==> src/rtl/step_ctrl.sv <==
// step_ctrl: clock-enable generator for my_computer. Converts a raw pushbutton
// into debounced single-step pulses. In run mode it instead produces a divided,
// free-running step rate, which stops when the core raises halt.
// Optional build macro: STEP_CTRL_COUNT_EN compiles in the 32-bit step_count
// register. When the macro is undefined, step_count is tied to zero.
`timescale 1ns/1ps
module step_ctrl #(
  parameter int DEBOUNCE_CYCLES = 500000,
  parameter int RUN_DIV         = 25000000
) (
  input  logic        clk,
  input  logic        reset,
  input  logic        key_n,
  input  logic        run_sw,
  input  logic        halt,
  output logic        step_en,
  output logic        key_db,
  output logic [1:0]  mode,
  output logic [31:0] step_count
);

  localparam int DB_W  = $clog2(DEBOUNCE_CYCLES);
  localparam int DIV_W = $clog2(RUN_DIV);
  localparam logic [DB_W-1:0]  DB_LAST  = DB_W'(DEBOUNCE_CYCLES - 1);
  localparam logic [DIV_W-1:0] DIV_LAST = DIV_W'(RUN_DIV - 1);

  typedef enum logic [1:0] {
    MANUAL = 2'b00,
    RUN    = 2'b01,
    HALTED = 2'b10
  } state_t;

  // The key is inverted on entry, so the synchronizer holds the active-high
  // level. Because of this, the reset value 0 means "not pressed" and cannot
  // produce a spurious press when reset is released.
  logic key_p0, key_p1;
  logic run_p0, run_p1;

  logic [DB_W-1:0]  db_cnt;
  logic             key_db_q;
  logic             press;

  state_t           state_q, state_d;
  logic [DIV_W-1:0] div_q, div_d;
  logic             step_d;

  // Two-flop synchronizers for the asynchronous key and run switch
  always_ff @(posedge clk or posedge reset) begin
    if (reset) begin
      key_p0 <= 1'b0;
      key_p1 <= 1'b0;
      run_p0 <= 1'b0;
      run_p1 <= 1'b0;
    end else begin
      key_p0 <= ~key_n;
      key_p1 <= key_p0;
      run_p0 <= run_sw;
      run_p1 <= run_p0;
    end
  end

  // Debouncer: the level follows key_s only after DEBOUNCE_CYCLES differing samples
  always_ff @(posedge clk or posedge reset) begin
    if (reset) begin
      db_cnt   <= '0;
      key_db   <= 1'b0;
      key_db_q <= 1'b0;
    end else begin
      key_db_q <= key_db;
      if (key_p1 == key_db) begin
        db_cnt <= '0;
      end else if (db_cnt == DB_LAST) begin
        key_db <= key_p1;
        db_cnt <= '0;
      end else begin
        db_cnt <= db_cnt + 1'b1;
      end
    end
  end

  assign press = key_db & ~key_db_q;

  // State, divider and step pulse registers
  always_ff @(posedge clk or posedge reset) begin
    if (reset) begin
      state_q <= MANUAL;
      div_q   <= '0;
      step_en <= 1'b0;
    end else begin
      state_q <= state_d;
      div_q   <= div_d;
      step_en <= step_d;
    end
  end

  // Next-state logic. In RUN, dropping run_sw takes priority over the
  // halt check on a wrap cycle.
  always_comb begin
    state_d = state_q;
    div_d   = div_q;
    step_d  = 1'b0;
    case (state_q)
      MANUAL: begin
        step_d = press;
        div_d  = '0;
        if (run_p1) state_d = RUN;
      end
      RUN: begin
        if (!run_p1) begin
          state_d = MANUAL;
          div_d   = '0;
        end else if (div_q == DIV_LAST) begin
          div_d = '0;
          if (halt) state_d = HALTED;
          else      step_d  = 1'b1;
        end else begin
          div_d = div_q + 1'b1;
        end
      end
      HALTED: begin
        div_d = '0;
        if (!run_p1) state_d = MANUAL;
      end
      default: begin
        state_d = MANUAL;
        div_d   = '0;
      end
    endcase
  end

  assign mode = state_q;

`ifdef STEP_CTRL_COUNT_EN
  // Pulse counter, updated on the same edge that raises step_en
  always_ff @(posedge clk or posedge reset) begin
    if (reset)       step_count <= '0;
    else if (step_d) step_count <= step_count + 32'd1;
  end
`else
  assign step_count = 32'd0;
`endif

endmodule

==> config.mk <==
export PLATFORM = sky130hd
export DESIGN_NAME = step_ctrl
export DESIGN_NICKNAME = d
export VERILOG_FILES = /design/src/rtl/step_ctrl.sv
export SDC_FILE = /design/constraint.sdc
export NUM_CORES = 1
export LEC_CHECK = 0
export CAP_MARGIN = 10
export CORE_ASPECT_RATIO = 0.6
export CORE_MARGIN = 4
export CORE_UTILIZATION = 54
export CTS_CLUSTER_SIZE = 24
export DETAILED_ROUTE_END_ITERATION = 10
export PLACE_DENSITY_LB_ADDON = 0.25
export SLEW_MARGIN = 15
export SYNTH_ARGS = -nofsm -noshare
export SYNTH_HDL_FRONTEND = slang
export SYNTH_SLANG_ARGS = --single-unit
export TNS_END_PERCENT = 50
==> constraint.sdc <==
create_clock -name clk -period 2.3 [get_ports clk]
set_input_delay 0.46 -clock clk [delete_from_list [all_inputs] [get_ports clk]]
set_output_delay 0.46 -clock clk [all_outputs]
set_load 0.01 [all_outputs]
### Yosys cells after proc, flatten, opt, wreduce, memory -nomap -nowiden

Cells that the tools add are included.

| word-level totals | value |
|---|---|
| bits in registers | 53 |
| bits in latches | 0 |
| RAM bits | 0 |
| bits in read-only memories | 0 |
| input port bits | 5 |
| output and inout bits | 36 |
| logic and storage cells | 43 |
| memories kept | 0 |

| cells by class | value |
|---|---|
| add/sub/neg operators | 2 |
| multipliers | 0 |
| div/mod/pow operators | 0 |
| magnitude comparators | 0 |
| equality and inequality tests | 9 |
| shifts and indexed selects | 0 |
| multiplexer cells | 15 |
| bitwise operators | 4 |
| reduce and logical (&&, ||, !) cells | 3 |

Operators by type and width:

| kind | number |
|---|---|
| $mux 25 | 3 |
| $mux 19 | 2 |
| $add 25x1->25 const B | 1 |
| $eq 25x25->1 const B | 1 |
| $add 19x1->19 const B | 1 |
| $eq 19x19->1 const B | 1 |
| $mux 2 | 5 |
| $ne 3x3->1 const B | 2 |
| $pmux 2 s3 | 1 |
| $ne 2x2->1 const B | 2 |
| $reduce_and 4->1 | 1 |
| $mux 1 | 3 |
| $not 1->1 | 3 |
| $eq 2x1->1 const B | 1 |
| $eq 2x2->1 const B | 1 |
| $logic_not 2->1 | 1 |
| $pmux 1 s2 | 1 |
| $reduce_and 2->1 | 1 |
| $and 1x1->1 | 1 |
| $eq 1x1->1 | 1 |

### Longest topological paths before layout

| logic depth | value |
|---|---|
| depth after elaboration | 4 |
| depth in mapped cells | 7 |

### Worst setup path before layout

No wires, ideal clock.

| timing | value |
|---|---|
| path kind | reg-to-reg |
| from | reg db_cnt[0] |
| to | reg db_cnt[10] |
| setup time | 0.121 ns |
| arrival | 1.571 ns |
| required time | 2.179 ns |
| setup slack | 0.607 ns |
| stages on the path, launching flop included | 8 |
| buffers on the path | 2 |
| path through | dfrtp_1 ha_1 and4_2 buf_2 nand3_1 o21ai_2 buf_2 nor2_1 |

| between the ends | value |
|---|---|
| word-level cells in the longest chain between the ends | 3 |
| elaborated cells between the ends (all ways) | 4 |
| those cells by class | add/sub (1); eq/ne (1); mux (2) |

Ends and longest elaborated chain:

| what | RTL line | text |
|---|---|---|
| start: declaration | 39 | `logic [DB_W-1:0] db_cnt;` |
| start signal: assignment | 76 | `db_cnt <= db_cnt + 1'b1;` |
| $add 19x1->19 or $eq 19x19->1 (tied branches) | 76, 72 |  |
| $mux 19 (*) | 72 | `end else if (db_cnt == DB_LAST) begin` |
| $mux 19 (*) | 70 | `if (key_p1 == key_db) begin` |

Mark *: on every way between the ends. The rest lies on a longest branch, timed or not.
A chain may end at the register's enable or synchronous reset.

### Final worst setup path

| timing | value |
|---|---|
| from | reg div_q[2] |
| to | reg div_q[19] |

| between the ends | value |
|---|---|
| word-level cells in the longest chain between the ends | 4 |
| elaborated cells between the ends (all ways) | 5 |
| those cells by class | add/sub (1); eq/ne (1); mux (3) |

Ends and longest elaborated chain:

| what | RTL line | text |
|---|---|---|
| start: declaration | 44 | `logic [DIV_W-1:0] div_q, div_d;` |
| start signal: assignment | 91 | `div_q <= div_d;` |
| $add 25x1->25 or $eq 25x25->1 (tied branches) | 117, 112 |  |
| $mux 25 (*) | 112 | `end else if (div_q == DIV_LAST) begin` |
| $mux 25 (*) | 109 | `if (!run_p1) begin` |
| $mux 25 (*) | 102 | `case (state_q)` |
| net div_d[19] | 44 |  |

The timed path passes the listed nets; every way through them passes the cells marked *.

==> qor.csv <==
metric,value,unit
Worst-path clk slew,0.10,ns
Synth Warn #,0,
status,"complete, no violations",
Post-CTS Resized,0,
final core utilization,58.8,%
TritonCTS buffer count,5,
WP data arrival,2.18,ns
GP Congestion,0.799,
Ports,41,
port bufs,8,
Final Max Tran Viols,0,
max-cap violations,0,
Worst setup SP type,flop,
setup TNS,0,ns
initial antenna violation count,0,
Layout Nets,307,
Min-Delay Path Class,flop to flop,
largest area contributor in the netlist,dfrtp_1,
VDD IR max,0.262,mV
"CP delay by family, top",simple AND/OR/NAND/NOR gates,
endpoint class of the critical path,flop,
Clock Root Buffer,clkbuf_8,
Pleak,1.27,nW
worst hold path cell count,0,
synthesis-stage register bit count,53,
DR vias/cell,5.46,
Final Cycle Share,84.6,%
worst-path maximum fanout,11,
Slew @ Worst Pin,0.503,ns
"Hold Vio Cnt, Final",0,
first-pass GRT wire length,8980,um
WP buf/inv,0,
drt wl/cell,14.6,um
CTS tree,yes,
WP data required,2.54,ns
Initial DRC Count,136,
Setup Skew,0.00593,ns
H-tree depth,2,
fin crit period,1.95,ns
Initial Util,56.0,%
total grt overflow,0,
Post-DRT Antenna Nets,0,
R2R Setup Slk,0.35,ns
final routed DRC violation total,0,
hold_sp,key_p0,
Vias,2004,
1st-pass router iterations,4,
CP max-delay cell,or4_1,
area grow syn2layout,4.86,%
mapped cell area,2830,um2
clock sink count,53,
RR Endpoint,div_q[19],
Synth Instances,292,
vias in the first global route,1819,
mean post-synth cell area,9.70,um2
Area contributors post-synth,"dfrtp_1 (47%), buf_4 (8.7%), xor2_1 (6.2%)",
Slew HR,66.1,%
die width,102,um
Worst Setup SP,div_q[2],
cell row count,20,
"Setup Fix Bufs, Post-CTS",0,
Die H,64.1,um
total wire length,5340,um
Worst Setup EP,div_q[19],
Cell variety after synth,38,
share of cells above drive strength 1,7.64,%
Core Area,5050,um2
hold_buf cts,0,
Clock Tree Buf Depth,2,
f_max,514,MHz
GRT Total Usage,17.7,%
crit path kind,flop to flop,
CP Cell Sequence,and4_1 > nand3_2 > or4_1 > a21oi_1,
post-synth top area share,46.8,%
die area,6510,um2
clk_lat worst skew,0.31,ns
Critical R2R Launch,div_q[2],
RSZ-0062 raised after global routing,false,
filler cell count,449,
"Seq/Total Area, Yosys",46.8,%
WP depth,4,
crit-path max cell delay,0.56,ns
Cell Pwr Density,546,nW/um2
largest net degree at the start of global routing,54,
dpl hpwl,3760,um
final setup vio count,0,
diode count,0,
cells on worst reg2reg path,4,
-- kinds of logic (layout without fill, tap and decap cells) --
group           Yosys count  after routing  synth area share [%]
flops                    53             53                  46.8
mux                       1              1                 0.397
xor+xnor                 25             25                  7.73
simple gates            123            123                  24.6
buf+inv                  50             28                  11.3
compound gates           37             37                  8.13
fa+ha+maj                 2              2                 0.883
other cells               1             32                 0.132
-- placed cells by master (no fill, tap or decap), drive strengths merged, types with 13 or more instances in the layout --
cell,synthesis,final
dfrtp,53,53
nand4,13,13
nand3,17,17
nand2,14,14
xor2,20,20
nor2,29,29
conb,1,32
a21oi,15,15
-- cell type report --
cell class / instances / area (um2) / area share, %
inverter: 7 / 26.3 / 0.885
multi-input combinational: 220 / 1300 / 43.9
clock buffer: 7 / 96.3 / 3.24
clock inverter: 1 / 5.00 / 0.168
sequential: 53 / 1330 / 44.7
tap: 66 / 82.6 / 2.78
timing repair buffer: 13 / 130 / 4.38
-- synthesized netlist by cell type --
cell type and count:
and2_1 6, nor2_1 29, a31o_2 1, a21boi_0 1, nand4b_1 1, a32o_1 1
nand3_1 14, nand4_1 13, and3b_1 1, nor4_1 4, or4_1 8, o21ai_2 1
conb_1 1, ha_1 2, xnor2_1 5, buf_4 33, xor2_1 20, o21ba_2 1
o31ai_1 8, nor2b_1 2, nand3_2 3, a21oi_1 15, o21a_1 1, o21ai_0 7
clkbuf_1 4, buf_2 6, and4_1 7, and4_2 1, mux2_2 1, or3_1 7
nor4b_1 3, or3_2 1, o211ai_1 1, nor3_1 2, inv_1 7, and3_1 7
dfrtp_1 53, nand2_1 14
-- through the flow --
| step | hold WS (ns) | instances | instance area (um2) | power, mW | worst slack, ns |
|---|---|---|---|---|---|
| 6_report | 0.359 | 367 | 2970 | 1.62 | 0.354 |
| 2_1_floorplan | 0.331 | 323 | 2950 | 1.07 | 0.554 |
| 4_1_cts | 0.360 | 367 | 2970 | 1.64 | 0.386 |
| 5_1_grt | 0.368 | 367 | 2970 | 1.69 | 0.272 |
| 3_5_place_dp | 0.337 | 359 | 2870 | 1.06 | 0.421 |
| 3_3_place_gp | 0.333 | 359 | 2870 | 1.06 | 0.459 |
-- state kept, by name, indices dropped and copies added, names as in the netlist --
register  flops
key_p1        1
mode          2
step_en       1
db_cnt       19
key_db        1
key_db_q      1
div_q        25
run_p1        1
key_p0        1
run_p0        1
-- per-layer routing --
layer / vias to the layer above / global-route usage (%) / wire [um]
met5: - / 0 / 0
met4: 0 / 5.14 / 48
met2: 76 / 22.1 / 2020
met3: 5 / 3.93 / 365
met1: 942 / 29.4 / 2910
li1: 981 / - / -
-- worst min-delay path by stage --
stage	end
6_report	key_p1
5_1_grt	run_p1
4_1_cts	key_p1
3_5_place_dp	key_p1
3_3_place_gp	run_p1
2_1_floorplan	key_p1
-- power by group --
| group | switching [mW] | total (mW) | internal [mW] |
|---|---|---|---|
| combinational | 0.0652 | 0.0894 | 0.0242 |
| sequential | 0.00907 | 0.950 | 0.941 |
| clock | 0.309 | 0.582 | 0.273 |
| total | 0.383 | 1.62 | 1.24 |
(Power assumes the default switching activity.)
